--- config.mk ---
export PLATFORM = sky130hd
export DESIGN_NAME = datapath_vector_checker_vector_store
export DESIGN_NICKNAME = d
export VERILOG_FILES = /design/src/rtl/datapath_vector_checker_pkg.sv /design/src/rtl/datapath_vector_checker_vector_store.sv
export SDC_FILE = /design/constraint.sdc
export NUM_CORES = 2
export LEC_CHECK = 0
export BUFFER_PORTS_ARGS = -buffer_cell sky130_fd_sc_hd__buf_2
export CAP_MARGIN = 20
export CORE_ASPECT_RATIO = 0.6
export CORE_MARGIN = 2
export CORE_UTILIZATION = 30
export CTS_CLUSTER_DIAMETER = 120
export CTS_CLUSTER_SIZE = 12
export DETAILED_ROUTE_END_ITERATION = 8
export RECOVER_POWER = 25
export REMOVE_ABC_BUFFERS = 1
export SLEW_MARGIN = 20
export SYNTH_ARGS = -nofsm -noshare
export SYNTH_HDL_FRONTEND = slang
export SYNTH_SLANG_ARGS = --single-unit
export TNS_END_PERCENT = 30
--- constraint.sdc ---
create_clock -name clk -period 4.7 [get_ports clk]
set_clock_uncertainty 0.05 [all_clocks]
set_input_delay 0.705 -clock clk [delete_from_list [all_inputs] [get_ports clk]]
set_output_delay 0.705 -clock clk [all_outputs]
set_load 0.03 [all_outputs]
--- src/rtl/datapath_vector_checker_pkg.sv ---
// Shared definitions for the datapath vector checker: default datapath widths,
// FSM state encoding and the packed vector record layout.
package datapath_vector_checker_pkg;

    localparam int unsigned DP_ISIZE = 16;
    localparam int unsigned DP_DSIZE = 16;

    typedef logic [1:0] state_t;

    localparam state_t ST_IDLE = 2'd0;
    localparam state_t ST_RUN  = 2'd1;
    localparam state_t ST_DONE = 2'd2;

    // Record is packed as {instr, data, initsel, exp}, MSB first.
    function automatic int unsigned rec_width(input int unsigned isize,
                                              input int unsigned dsize);
        return isize + 2 * dsize + 1;
    endfunction

endpackage

--- src/rtl/datapath_vector_checker_vector_store.sv ---
// DEPTH x W vector RAM: one write port, one read port with registered output.
// Contents are intentionally not reset so a run can be repeated after reset.
module datapath_vector_checker_vector_store
    import datapath_vector_checker_pkg::*;
#(
    parameter int unsigned DEPTH = 64,
    parameter int unsigned AW    = 6,
    parameter int unsigned W     = rec_width(DP_ISIZE, DP_DSIZE)
) (
    input  logic          clk,
    input  logic          wr_en,
    input  logic [AW-1:0] wr_addr,
    input  logic [W-1:0]  wr_data,
    input  logic [AW-1:0] rd_addr,
    output logic [W-1:0]  rd_data
);

    logic [W-1:0] mem_q [DEPTH];
    logic [W-1:0] rd_data_q;

    always_ff @(posedge clk) begin
        if (wr_en) begin
            mem_q[wr_addr] <= wr_data;
        end
        rd_data_q <= mem_q[rd_addr];
    end

    assign rd_data = rd_data_q;

endmodule

==> summary.txt <==
STA
  – Worst Hold Slack: 0.324 ns
  – Slew HR: -88.5%
  – RSZ-0062 raised after global routing: false
  – Final-report max-slew violation count: 1837
  – Final period util: 60.7%
  – Final hold viol count: 0
  – Measured slew at the worst slew-check pin: 2.83 ns
  – Final worst path period need: 2.85 ns
  – FMAX: 0.351 GHz
  – Setup_tns: 0 ns
  – Final setup fails: 0

CTS
  – Num Clock Sinks: 3185
  – CTS tree: done
  – Root Driver: clkbuf_16
  – Num CTS Buffers: 307
  – Hold buffer count at CTS: 0
  – Depth of the CTS H-tree: 5
  – Max clock buf depth: 4
  – Post-CTS setup buffers: 0
  – Post_cts resized: 0
  – Clk pin slew, worst setup/hold paths: 0.06 ns
  – Worst skew pair latency: 0.88 ns

Floorplanning
  – Die width: 820 um
  – FP Rows: 179
  – Io pins: 112
  – Die H: 494 um
  – Core footprint: 397000 um2
  – Initial Util: 30.2%
  – Die area: 405000 um2

Logic synthesis
  – Async SR Flop Fraction: 0%
  – Main synth FF type: edfxtp_1
  – Syn avg cell area: 22.7 um2
  – Post-synthesis cell count: 5283
  – Number of enable flip-flop cells after synthesis: 3136
  – Cell with the most instances after synthesis: edfxtp_1
  – Total number of yosys warnings: 0
  – Area leader, netlist: edfxtp_1
  – Seq/Total Area, Yosys: 79.3%
  – Synth top cells by count: edfxtp_1 (3136), mux4_2 (743), nand2_1 (184), clkbuf_1 (131), a22oi_1 (95)
  – FF+latch count, synth: 3185
  – Post-synthesis cell area: 120000 um2
  – Count of cell types in the netlist: 42
  – Area share of the largest cell type after synthesis: 78.5%
  – Synth top area cells: edfxtp_1 (78%), mux4_2 (14%), dfxtp_1 (0.82%)

Placed design
  – Placed cells: 10700
  – GPL Wtd Cong: 0.785
  – Port Buffer Count: 111
  – DP Area: 129000 um2
  – DPL Wire Length: 198000 um

Power and ir drop
  – Pwr Density: 417 nW/um2
  – Combinational power share: 4.9%
  – Clock power frac: 39.8%
  – Leak pwr: 41.3 nW
  – Reg power frac: 55.2%
  – Cell Int Power: 44.9 mW
  – Power Total: 57.3 mW
  – Net Sw Power: 12.4 mW
  – Sw Share: 21.6%
  – Worst VDD drop: 316 uV

Worst setup path
  – WP data arrival: 3.57 ns
  – Crit path max-delay cell type: buf_4
  – Cell Chain, Critical Path: buf_8 -> nor2_4 -> buf_4 -> a22oi_1 -> nand4_1 -> and3_1
  – Beginning of the critical path: rd_addr[2]
  – Largest stage delay on the critical path: 0.79 ns
  – Worst path required time: 5.42 ns
  – Crit-path max FO: 45
  – CP Launch Type: input port
  – R2R Path Start: mem_q[47][45]
  – Critical setup path kind: input port to register
  – Worst Setup End Kind: register

Drt
  – Drt total wl: 357000 um
  – Wire per inst: 32.0 um
  – Via count: 61000
  – Post-route ant nets: 0
  – Vias/cell: 5.47
  – Pre-antenna DRT Iters: 5
  – DRC violation count after routing: 0
  – DR iter-0 viols: 9707

Global route
  – Antenna violations before repair: 42
  – Total grt overflow: 0
  – First-pass GRT wire length: 488000 um
  – Pin count of the biggest net entering global routing: 96
  – Vias in the first global route: 58700
  – Total GRT Usage: 17.1%

Worst hold path
  – Worst Hold Launch: wr_data[6]
  – Hold Crit Class: input port to register

Status
  – Violated checks: max-capacitance violations, max-slew violations
  – Run status: complete, but fails checks

Layout
  – Post-route cell area: 137000 um2
  – Layout area overhead: 14.4%
  – Layout cells sized above 1: 25.2%
  – Non-filler cells, final: 11200
  – Final #Nets: 5688
  – Fillers: 36600

Job
  – Max cap viols: 29
## flip-flops by register name (all words and copies together), names as in the netlist
register,cells
mem_q,3136
rd_data,49
## power by group through the flow
| stage | Combinational [mW] | Sequential, mW | Clock, mW |
|---|---|---|---|
| detailed placement | 2.83 | 32.2 | 0 |
| global placement | 2.78 | 32.2 | 0 |
| CTS | 2.84 | 31.6 | 23.1 |
| global route | 2.99 | 31.6 | 24.2 |
| finish | 2.83 | 31.6 | 22.8 |
| floorplan | 1.10 | 32.2 | 0 |
## worst max-delay path, delay by kind of cell
family	cells	cell delay [ns]
and+or+nand+nor	3	1.37
buffers and inverters	2	0.95
AOI/OAI and AO/OA	1	0.22
## stage by stage
| stage | utilization [%] | setup WS, ns |
|---|---|---|
| after floorplan | - | -0.258 |
| after global placement | 32.4 | 1.13 |
| after detailed placement | 32.4 | 1.13 |
| after CTS | 34.6 | 2.02 |
| after global routing | 34.6 | 1.89 |
| final | 34.6 | 1.85 |
## layout by cell type (no fill, tap or decap), drive strengths merged, types with 5 or more instances in the layout
| cell type | n |
|---|---|
| a211oi | 41 |
| a21oi | 51 |
| a221o | 7 |
| a22oi | 95 |
| a311oi | 23 |
| and2 | 25 |
| and3 | 39 |
| buf | 307 |
| clkbuf | 519 |
| dfxtp | 49 |
| diode | 7 |
| edfxtp | 3136 |
| inv | 12 |
| mux2i | 85 |
| mux4 | 743 |
| nand2 | 184 |
| nand2b | 12 |
| nand3 | 85 |
| nand4 | 81 |
| nor2 | 88 |
| nor2b | 29 |
| nor3 | 5 |
| nor4 | 8 |
| o221ai | 78 |
| o22ai | 85 |
## kinds of logic after synthesis
kind of cell	count (synthesis)	synth area share [%]
compound gates	394	2.40
flops	3185	79.3
buf+inv	308	1.34
mux	828	14.7
simple gates	568	2.31
## layer usage
layer / part of all wire (%) / global-route usage [%] / up-vias
li1: - / - / 23200
met3: 13 / 4.66 / 532
met5: 0.023 / 0 / -
met1: 43 / 26.4 / 33200
met4: 2.5 / 3.86 / 8
met2: 42 / 24.1 / 4014
## final timing paths
kind,endpoint,slack [ns],cells after the start
worst min register to register,rd_data[14],0.73,4
worst max register to register,rd_data[45],2.32,5
worst max-delay path,rd_data[11],1.85,6
worst min-delay path,mem_q[19][6],0.32,1
## area by class of cell
type	count	area, um2	share of cell area (%)
timing repair buffer	340	2960	2.16
antenna	7	17.5	0.0128
clock inverter	14	138	0.100
tap	5339	6680	4.87
clock buffer	486	8570	6.24
sequential	3185	95200	69.3
inverter	1	5.00	0.00365
multi-input combinational	1790	23800	17.3
Power figures use the tool's default switching activity.
